<file path="src/rtl/sysbus_fetch_pkg.sv">
// Shared types and constants for the Sysbus line-fill engine.
package sysbus_fetch_pkg;

    typedef enum logic [2:0] {
        IDLE,
        REQ,
        RESP,
        HOLD,
        DRAIN
    } fetch_state_t;

    localparam logic        SYSBUS_READ   = 1'b1;
    localparam logic [3:0]  SYSBUS_MEMORY = 4'b0001;
    localparam logic [12:0] FETCH_REQTAG  = {SYSBUS_READ, SYSBUS_MEMORY, 8'h00};

    // Clears the byte-offset bits of an address; line_bytes must be a power of two.
    function automatic logic [63:0] line_align(input logic [63:0] addr,
                                               input int unsigned line_bytes);
        return addr & ~(64'(line_bytes) - 64'd1);
    endfunction

endpackage

</file>
<file path="src/rtl/sysbus_line_fetch_line_assembler.sv">
// Beat counter and line buffer: counts response beats and optionally stores
// each one into its slot of the line.
module line_assembler #(
    parameter int BEAT_WIDTH = 64,
    parameter int BEATS      = 8,
    localparam int CNT_W     = (BEATS > 1) ? $clog2(BEATS) : 1
) (
    input  logic                        clk,
    input  logic                        reset,
    input  logic                        clear,
    input  logic                        beat_en,
    input  logic                        store_en,
    input  logic [BEAT_WIDTH-1:0]       beat_data,
    output logic [BEATS*BEAT_WIDTH-1:0] line,
    output logic                        last_beat
);

    logic [CNT_W-1:0] beat_cnt;

    assign last_beat = beat_en && (beat_cnt == CNT_W'(BEATS - 1));

    // A beat may be counted without being stored so the same counter serves
    // both normal collection and draining of an abandoned transfer.
    always_ff @(posedge clk) begin
        if (!reset) begin
            beat_cnt <= '0;
            line     <= '0;
        end else if (clear) begin
            beat_cnt <= '0;
        end else if (beat_en) begin
            beat_cnt <= beat_cnt + CNT_W'(1);
            for (int k = 0; k < BEATS; k++) begin
                if (store_en && beat_cnt == CNT_W'(k)) begin
                    line[k*BEAT_WIDTH +: BEAT_WIDTH] <= beat_data;
                end
            end
        end
    end

endmodule

</file>
<file path="src/rtl/sysbus_line_fetch.sv">
// Sysbus line-fill engine: one READ/MEMORY request per line, response beats
// assembled into a line and handed to the fetch stage over valid/ready.
module sysbus_line_fetch
    import sysbus_fetch_pkg::*;
#(
    parameter int BUS_DATA_WIDTH = 64,
    parameter int BUS_TAG_WIDTH  = 13,
    parameter int ADDR_WIDTH     = 64,
    parameter int LINE_BYTES     = 64
) (
    input  logic                      clk,
    input  logic                      reset,
    input  logic                      req_valid,
    output logic                      req_ready,
    input  logic [ADDR_WIDTH-1:0]     req_addr,
    input  logic                      flush,
    output logic                      line_valid,
    input  logic                      line_ready,
    output logic [ADDR_WIDTH-1:0]     line_addr,
    output logic [LINE_BYTES*8-1:0]   line_data,
    output logic                      busy,
    output logic                      bus_reqcyc,
    output logic [BUS_DATA_WIDTH-1:0] bus_req,
    output logic [BUS_TAG_WIDTH-1:0]  bus_reqtag,
    input  logic                      bus_reqack,
    input  logic                      bus_respcyc,
    input  logic [BUS_DATA_WIDTH-1:0] bus_resp,
    input  logic [BUS_TAG_WIDTH-1:0]  bus_resptag,
    output logic                      bus_respack
);

    localparam int BEATS = LINE_BYTES * 8 / BUS_DATA_WIDTH;

    fetch_state_t          state;
    logic [ADDR_WIDTH-1:0] addr_q;
    logic                  reqcyc_q;
    logic                  line_valid_q;
    logic                  beat_en;
    logic                  store_en;
    logic                  clear;
    logic                  last_beat;
    logic [ADDR_WIDTH-1:0] aligned_addr;
    logic                  unused_resptag;

    // Only one request is ever outstanding, so the response tag carries no information.
    assign unused_resptag = ^bus_resptag;

    assign aligned_addr = ADDR_WIDTH'(line_align(64'(req_addr), LINE_BYTES));
    assign beat_en      = bus_respcyc && (state == RESP || state == DRAIN);
    assign store_en     = (state == RESP) && !flush;
    assign clear        = (state == REQ) && bus_reqack;

    assign req_ready   = (state == IDLE) && !flush;
    assign busy        = (state != IDLE);
    assign bus_reqcyc  = reqcyc_q;
    assign bus_req     = reqcyc_q ? BUS_DATA_WIDTH'(addr_q) : '0;
    assign bus_reqtag  = reqcyc_q ? BUS_TAG_WIDTH'(FETCH_REQTAG) : '0;
    assign bus_respack = beat_en;
    assign line_valid  = line_valid_q;
    assign line_addr   = addr_q;

    line_assembler #(
        .BEAT_WIDTH(BUS_DATA_WIDTH),
        .BEATS     (BEATS)
    ) u_assembler (
        .clk      (clk),
        .reset    (reset),
        .clear    (clear),
        .beat_en  (beat_en),
        .store_en (store_en),
        .beat_data(bus_resp),
        .line     (line_data),
        .last_beat(last_beat)
    );

    // flush outranks every other event; a flushed transfer whose request was
    // already accepted by the bus must still drain all its beats.
    always_ff @(posedge clk) begin
        if (!reset) begin
            state        <= IDLE;
            addr_q       <= '0;
            reqcyc_q     <= 1'b0;
            line_valid_q <= 1'b0;
        end else begin
            case (state)
                IDLE: begin
                    if (req_valid && !flush) begin
                        addr_q   <= aligned_addr;
                        reqcyc_q <= 1'b1;
                        state    <= REQ;
                    end
                end
                REQ: begin
                    if (flush) begin
                        reqcyc_q <= 1'b0;
                        state    <= bus_reqack ? DRAIN : IDLE;
                    end else if (bus_reqack) begin
                        reqcyc_q <= 1'b0;
                        state    <= RESP;
                    end
                end
                RESP: begin
                    // A flush landing on the final beat completes the transfer, nothing left to drain.
                    if (last_beat) begin
                        line_valid_q <= !flush;
                        state        <= flush ? IDLE : HOLD;
                    end else if (flush) begin
                        state <= DRAIN;
                    end
                end
                HOLD: begin
                    if (flush || line_ready) begin
                        line_valid_q <= 1'b0;
                        state        <= IDLE;
                    end
                end
                DRAIN: begin
                    if (last_beat) begin
                        state <= IDLE;
                    end
                end
                default: begin
                    reqcyc_q     <= 1'b0;
                    line_valid_q <= 1'b0;
                    state        <= IDLE;
                end
            endcase
        end
    end

endmodule

</file>
<file path="config.mk">
export PLATFORM = sky130hd
export DESIGN_NAME = sysbus_line_fetch
export DESIGN_NICKNAME = d
export VERILOG_FILES = /design/src/rtl/sysbus_fetch_pkg.sv /design/src/rtl/sysbus_line_fetch_line_assembler.sv /design/src/rtl/sysbus_line_fetch.sv
export SDC_FILE = /design/constraint.sdc
export NUM_CORES = 1
export LEC_CHECK = 0
export CELL_PAD_IN_SITES_DETAIL_PLACEMENT = 1
export CELL_PAD_IN_SITES_GLOBAL_PLACEMENT = 1
export CORE_AREA = 2 2 312 314
export CTS_BUF_LIST = sky130_fd_sc_hd__clkbuf_16
export DETAILED_ROUTE_END_ITERATION = 10
export DIE_AREA = 0 0 314 316
export GPL_ROUTABILITY_DRIVEN = 0
export PLACE_DENSITY = 0.62
export SYNTH_ARGS = -nofsm -noshare
export SYNTH_HDL_FRONTEND = slang
export SYNTH_HIERARCHICAL = 1
export SYNTH_SLANG_ARGS = --single-unit
export TNS_END_PERCENT = 50
</file>
<file path="constraint.sdc">
create_clock -name clk -period 2.8 [get_ports clk]
set_input_delay 0.42 -clock clk [delete_from_list [all_inputs] [get_ports clk]]
set_output_delay 0.42 -clock clk [all_outputs]
set_load 0.005 [all_outputs]
</file>
==> metrics.csv, run 1 <==
stage,metric,value,unit
status,status,"complete, no violations",
clock_network,Num CTS Buffers,73,
yosys,"Seq/Total Area, Yosys",52.5,%
finish,design area,33100,sq um
worst_setup_path,R2R depth,9,
detailed_routing,WL/cell,21.0,um
worst_setup_path,Crit Path Max Fanout,10,
detailed_routing,vias per cell,4.27,
yosys,Cell variety after synth,42,
timing,crit share post-route,94.0,%
timing,TNS Setup,0,ns
detailed_routing,DRT iter0 DRCs,800,
timing,RSZ-0062 raised after global routing,no,
finish,Area growth syn-to-layout,50.3,%
finish,post-layout util,34.5,%
timing,Slew @ Worst Pin,0.744,ns
finish,Fill cells,10900,
global_route,first-pass GRT wire length,131000,um
clock_network,CTS tree,built,
worst_setup_path,Critical Path RT,2.38,ns
yosys,Post-synth EDFFs,0,
worst_setup_path,CP startpoint,state[0],
worst_setup_path,CP endpoint,req_ready,
timing,Max Slew Vio Count,0,
power,LEAKAGE,0.0112,uW
worst_setup_path,"reg-to-reg slack, setup",0.62,ns
clock_network,CTS HTree Levels,3,
finish,share of layout cells above drive strength 1,5.54,%
power,power per cell area,545,nW/um^2
job,Max-Cap Viols,0,
yosys,Yosys warnings,6,
die,I/O Pins,806,
power,Worst IR Drop VDD,0.374,mV
timing,Fin Hold WS,0.193,ns
die,FP Rows,114,
placed_design,placed instance area,30900,sq um
clock_network,CTS hold repair buffers,0,
yosys,#FFs+latches synth,578,
timing,final setup violation count,0,
yosys,syn_area_per_cell,9.63,sq um
detailed_routing,Routed Antenna Nets,0,
detailed_routing,drt drc,0,
detailed_routing,DRT Pass-1 Iters,4,
clock_network,clk root buf,clkbuf_16,
clock_network,CTS Buffer Depth,3,
detailed_routing,via count,18600,
die,total die area,99200,sq um
clock_network,"CTS clk-pin slew, worst paths",0.06,ns
min_path,min-delay worst type,in -> reg,
worst_setup_path,critical path launch point type,register,
detailed_routing,final wirelength,91400,um
die,Die H,316,um
placed_design,port buffer count,763,
worst_setup_path,r2r startpoint,state[2],
yosys,synth top area cells,"dfxtp_1 53%, mux2i_1 18%, nand2_1 14%",
clock_network,Post-CTS Setup Bufs,0,
global_route,Overflow after GRT,0,
yosys,Yosys top cell area share,52.5,%
timing,worst clock skew,0.0230,ns
timing,Fin. Hold Viols,0,
worst_setup_path,CP endpoint kind,output port,
yosys,"FFs w/ async S/R, synth",0,%
worst_setup_path,worst setup path class,reg -> out,
global_route,vias in the first global route,19100,
clock_network,Resized Gates After CTS,0,
finish,multi-input logic area,9280,sq um
global_route,overall global routing resource usage,17.8,%
global_route,largest net degree at the start of global routing,79,
worst_setup_path,reg2reg end,u_assembler/line[403],
clock_network,CTS Sinks,578,
placed_design,placed wire-length estimate,65600,um
yosys,Most used DFF post-synth,dfxtp_1,
timing,Slew headroom,50.3,%
yosys,Post-Syn Area,22000,sq um
worst_setup_path,Max stage delay on crit path,0.58,ns
worst_setup_path,slowest stage cell on the critical path,clkdlybuf4s50_1,
die,core area,96000,sq um
yosys,Post-synth top cells,"826 x nand2_1, 578 x dfxtp_1, 388 x mux2i_1, 104 x a21boi_0, 90 x clkbuf_1",
yosys,Synth Instances,2288,
yosys,most frequent cell after synthesis,nand2_1,
placed_design,dpl ws,0.212,ns
global_route,initial antenna violation count,7,
finish,Final #Nets,3170,
die,Die Wd,314,um
timing,final worst-path setup slack,0.168,ns
clock_network,worst skew pair latency,0.61,ns
worst_setup_path,crit path DAT,2.21,ns
die,initial core utilization,22.9,%
worst_setup_path,"Cell Chain, Critical Path","buf_4, nor4_4, clkdlybuf4s50_1",
timing,min Tclk post-route,2.63,ns
yosys,largest area contributor in the netlist,dfxtp_1,
finish,register area,11600,sq um
timing,f_max,0.380,GHz
[metrics by stage]
step           power [uW]  std cells
6_report            18100       4349
5_1_grt             18800       4348
4_1_cts             18400       4346
3_5_place_dp         9400       4217
3_3_place_gp         9390       4217
2_1_floorplan        8850       2310
[cells by family (layout without fill, tap and decap cells)]
group	count (synthesis)	in the layout	synth area share [%]
compound gates	202	202	6.19
fa+ha+maj	6	6	0.341
other cells	1	26	0.0170
buf+inv	189	949	5.78
mux	388	388	17.6
flops	578	578	52.5
xor+xnor	2	2	0.0795
simple gates	922	922	17.4
[registers in the layout (all words and copies together) (netlist names)]
| register | flops |
|---|---|
| state | 3 |
| line_valid | 1 |
| u_assembler/beat_cnt | 3 |
| line_addr | 58 |
| bus_reqcyc | 1 |
| u_assembler/line | 512 |
[power by group]
group / total (uW) / internal, uW / switching (uW)
Combinational: 889 / 385 / 504
Sequential: 8310 / 8270 / 39.6
Clock: 8860 / 5160 / 3700
[area by class of cell]
cell class | instances | share of cell area (%)
diodes | 3 | 0.0227
clock buffers | 76 | 5.74
clock inverters | 53 | 0.979
inverters | 4 | 0.0453
multi-input cells | 1543 | 28.0
flip-flops and latches | 578 | 34.9
well taps | 1276 | 4.82
repair buffers | 816 | 25.4
[metal layers]
layer | share of wire (%) | track usage [%]
met5 | 0.055 | 0
met4 | 2.9 | 6.22
met3 | 8.5 | 6.78
met2 | 47 | 29.8
met1 | 41 | 20.6
[critical path: cells and delay by family, from the launching register on]
| family | cells | cell delay (ns) |
|---|---|---|
| simple gates | 1 | 0.41 |
| flops | 1 | 0.39 |
| buf+inv | 2 | 0.79 |
[how the worst min path moves through the flow]
stage | from | end | slack, ns | depth (start not counted)
after floorplan | u_assembler/line[0] | u_assembler/line[0] | 0.45 | 2
after global placement | u_assembler/line[468] | u_assembler/line[468] | 0.44 | 2
after detailed placement | u_assembler/line[79] | u_assembler/line[79] | 0.45 | 2
after CTS | reset | u_assembler/line[114] | 0.15 | 3
after global routing | reset | u_assembler/line[54] | 0.18 | 3
final | reset | u_assembler/line[305] | 0.19 | 3
[cells in the final DEF, fill, tap and decap left out, types with 3 or more instances in the layout]
master           Yosys  final
nor2_8               6      6
clkinv_2             0     16
inv_1                3     21
bufinv_16            0      3
conb_1               1     23
ha_1                 6      6
nor2_1               8      8
dfxtp_1            578    578
a21oi_1             60     60
clkbuf_16            0     76
nand2_1            826    825
nand3b_4             3      3
and2_1              60     59
nor3b_1              3      3
a21boi_0           104    104
o21ai_0              3      3
diode_2              0      3
buf_4               28     23
o41ai_1              3      3
mux2i_1            388    388
clkdlybuf4s50_1      0    762
clkinv_1             0     12
a21boi_1            24     24
buf_12               6     30
Power figures use the tool's default switching activity.
==> inputs of run 2 (changes only) <==
Clock period 2.8 ns to 3 ns, I/O delays scaled along.
==> run 2 against run 1 <==
Wire length is essentially flat. Largest power group unchanged. Worst setup slack gained 0.15 ns. Highest routed layer unchanged. Worst hold slack gained 0.11 ns. Via count shrank 0.44%. Sequential power shrank 6.7%. Design area shrank 0.51%. Clock skew shrank 0.0023 ns. Critical path depth grew 2. Die area is the same. Non-clock buffer count grew 2. Utilization shrank 0.17 points.
==> metrics.csv, run 2 (synthesis results as in run 1) <==
stage,metric,value,unit,change
status,status,"complete, no violations",,
clock_network,clk root buf,clkbuf_16,,
global_route,first-pass GRT wire length,131000,um,+0.25%
die,FP Rows,114,,unchanged
clock_network,CTS hold repair buffers,0,,unchanged
timing,worst clock skew,0.0207,ns,-0.00232 ns
power,LEAKAGE,0.0112,uW,-0.71%
worst_setup_path,CP startpoint,state[2],,
detailed_routing,DRT iter0 DRCs,779,,-2.6%
timing,Slew @ Worst Pin,0.609,ns,-0.135 ns
timing,crit share post-route,89.3,%,
min_path,Hold Crit Start,reset,,
global_route,overall global routing resource usage,17.8,%,+0.051 points
worst_setup_path,"most used cell, CP",buf_4,,
finish,register area,11600,sq um,unchanged
die,Die H,316,um,unchanged
clock_network,worst skew pair latency,0.63,ns,+0.02 ns
clock_network,Post-CTS Setup Bufs,0,,unchanged
worst_setup_path,slowest stage cell on the critical path,clkdlybuf4s50_1,,
detailed_routing,DRT Pass-1 Iters,4,,unchanged
worst_setup_path,crit path DAT,2.23,ns,+0.02 ns
detailed_routing,Routed Antenna Nets,0,,unchanged
die,Die Wd,314,um,unchanged
worst_setup_path,worst setup path class,reg -> out,,
worst_setup_path,"Cell Chain, Critical Path","buf_4, xnor2_1, nor3b_1, buf_4, clkdlybuf4s50_1",,
finish,Area growth syn-to-layout,49.5,%,
finish,max reg flops,512,,unchanged
detailed_routing,final wirelength,91400,um,about the same
global_route,Overflow after GRT,0,,unchanged
timing,Fin. Hold Viols,0,,unchanged
timing,TNS Setup,0,ns,unchanged
clock_network,CTS HTree Levels,3,,unchanged
worst_setup_path,CP endpoint kind,output port,,
placed_design,placed wire-length estimate,65300,um,-0.39%
finish,Top reg by flops,u_assembler/line,,
clock_network,Resized Gates After CTS,0,,unchanged
worst_setup_path,Critical Path RT,2.55,ns,+0.17 ns
detailed_routing,WL/cell,21.1,um,+0.13%
die,initial core utilization,22.9,%,unchanged
finish,post-layout util,34.3,%,-0.17 points
detailed_routing,via count,18500,,-0.44%
clock_network,"CTS clk-pin slew, worst paths",0.06,ns,about the same
clock_network,CTS Sinks,578,,unchanged
worst_setup_path,Crit Path Max Fanout,13,,+3
worst_setup_path,critical path launch point type,register,,
finish,multi-input logic area,9280,sq um,unchanged
die,I/O Pins,806,,unchanged
power,power per cell area,507,nW/um^2,-7.1%
die,total die area,99200,sq um,unchanged
timing,final setup violation count,0,,unchanged
detailed_routing,drt drc,0,,unchanged
clock_network,CTS tree,built,,
clock_network,Num CTS Buffers,70,,-4.1%
timing,Slew headroom,59.4,%,+9.1 points
power,Worst IR Drop VDD,0.323,mV,-14%
min_path,min-delay worst type,in -> reg,,
timing,RSZ-0062 raised after global routing,no,,
placed_design,port buffer count,763,,unchanged
detailed_routing,vias per cell,4.26,,-0.23%
global_route,initial antenna violation count,8,,+1
global_route,largest net degree at the start of global routing,66,,-16%
finish,most frequent cells in the layout,"825 x nand2_1, 762 x clkdlybuf4s50_1, 578 x dfxtp_1",,
timing,f_max,0.373,GHz,
clock_network,CTS Buffer Depth,3,,unchanged
die,core area,96000,sq um,unchanged
finish,Fill cells,10900,,+0.33%
finish,"leading cell type in the layout, fill and taps excluded",nand2_1,,
global_route,vias in the first global route,18900,,-0.89%
timing,Max Slew Vio Count,0,,unchanged
worst_setup_path,r2r startpoint,state[2],,
worst_setup_path,Max stage delay on crit path,0.60,ns,+0.02 ns
job,Max-Cap Viols,0,,unchanged
finish,share of layout cells above drive strength 1,5.32,%,-0.22 points
finish,Final #Nets,3169,,-0.032%
timing,min Tclk post-route,2.68,ns,
## run 2: changes by cell type in the layout (fill, tap and decap cells not counted), sizes merged
cell,previous run,this run
buf,54,56
bufinv,3,4
inv,23,25
clkbuf,76,72
diode,3,1
clkinv,30,21
clkinvlp,1,2
## run 2: layer usage
metal / global-route usage [%] / part of all wire (%)
met5: 0 / 0.070
met4: 4.85 / 2.3
met3: 7.46 / 8.7
met2: 30.4 / 48
met1: 20.4 / 41
## run 2: final timing paths
path / slack (ns) / endpoint / cells past startpoint
worst max-delay path: 0.32 / bus_respack / 5
worst min-delay path: 0.30 / u_assembler/line[236] / 2
worst max register to register: 0.61 / u_assembler/line[169] / 8
worst min register to register: 0.45 / u_assembler/line[471] / 2
## run 2: worst max-delay path: cells and delay by family, from the launching register on
| kind | cells | cell delay [ns] |
|---|---|---|
| xor+xnor | 1 | 0.13 |
| flops | 1 | 0.29 |
| buf+inv | 3 | 1.01 |
| simple gates | 1 | 0.17 |
## run 2: power breakdown
part           switching (uW)  total (uW)  internal [uW]
Combinational             468         819            351
Clock                    3440        8120           4670
Sequential               36.3        7750           7720
## run 2: area by class of cell
cell class	instances	share of cell area, %
Antenna cell	1	0.00760
Clock buffer	72	5.47
Clock inverter	48	1.01
Inverter	4	0.0456
Multi-Input combinational cell	1543	28.2
Sequential cell	578	35.1
Tap cell	1276	4.85
Timing Repair Buffer	818	25.3
## run 2: stage by stage
stage	worst slack (ns)	hold slack, ns	cells	total power, uW	area (sq um)
2_1_floorplan	0.638	0.451	2310	8260	22100
3_3_place_gp	0.356	0.440	4219	8760	30800
3_5_place_dp	0.251	0.445	4219	8760	30800
4_1_cts	0.253	0.255	4339	17000	32900
5_1_grt	0.196	0.283	4340	17400	32900
6_report	0.321	0.301	4340	16700	32900
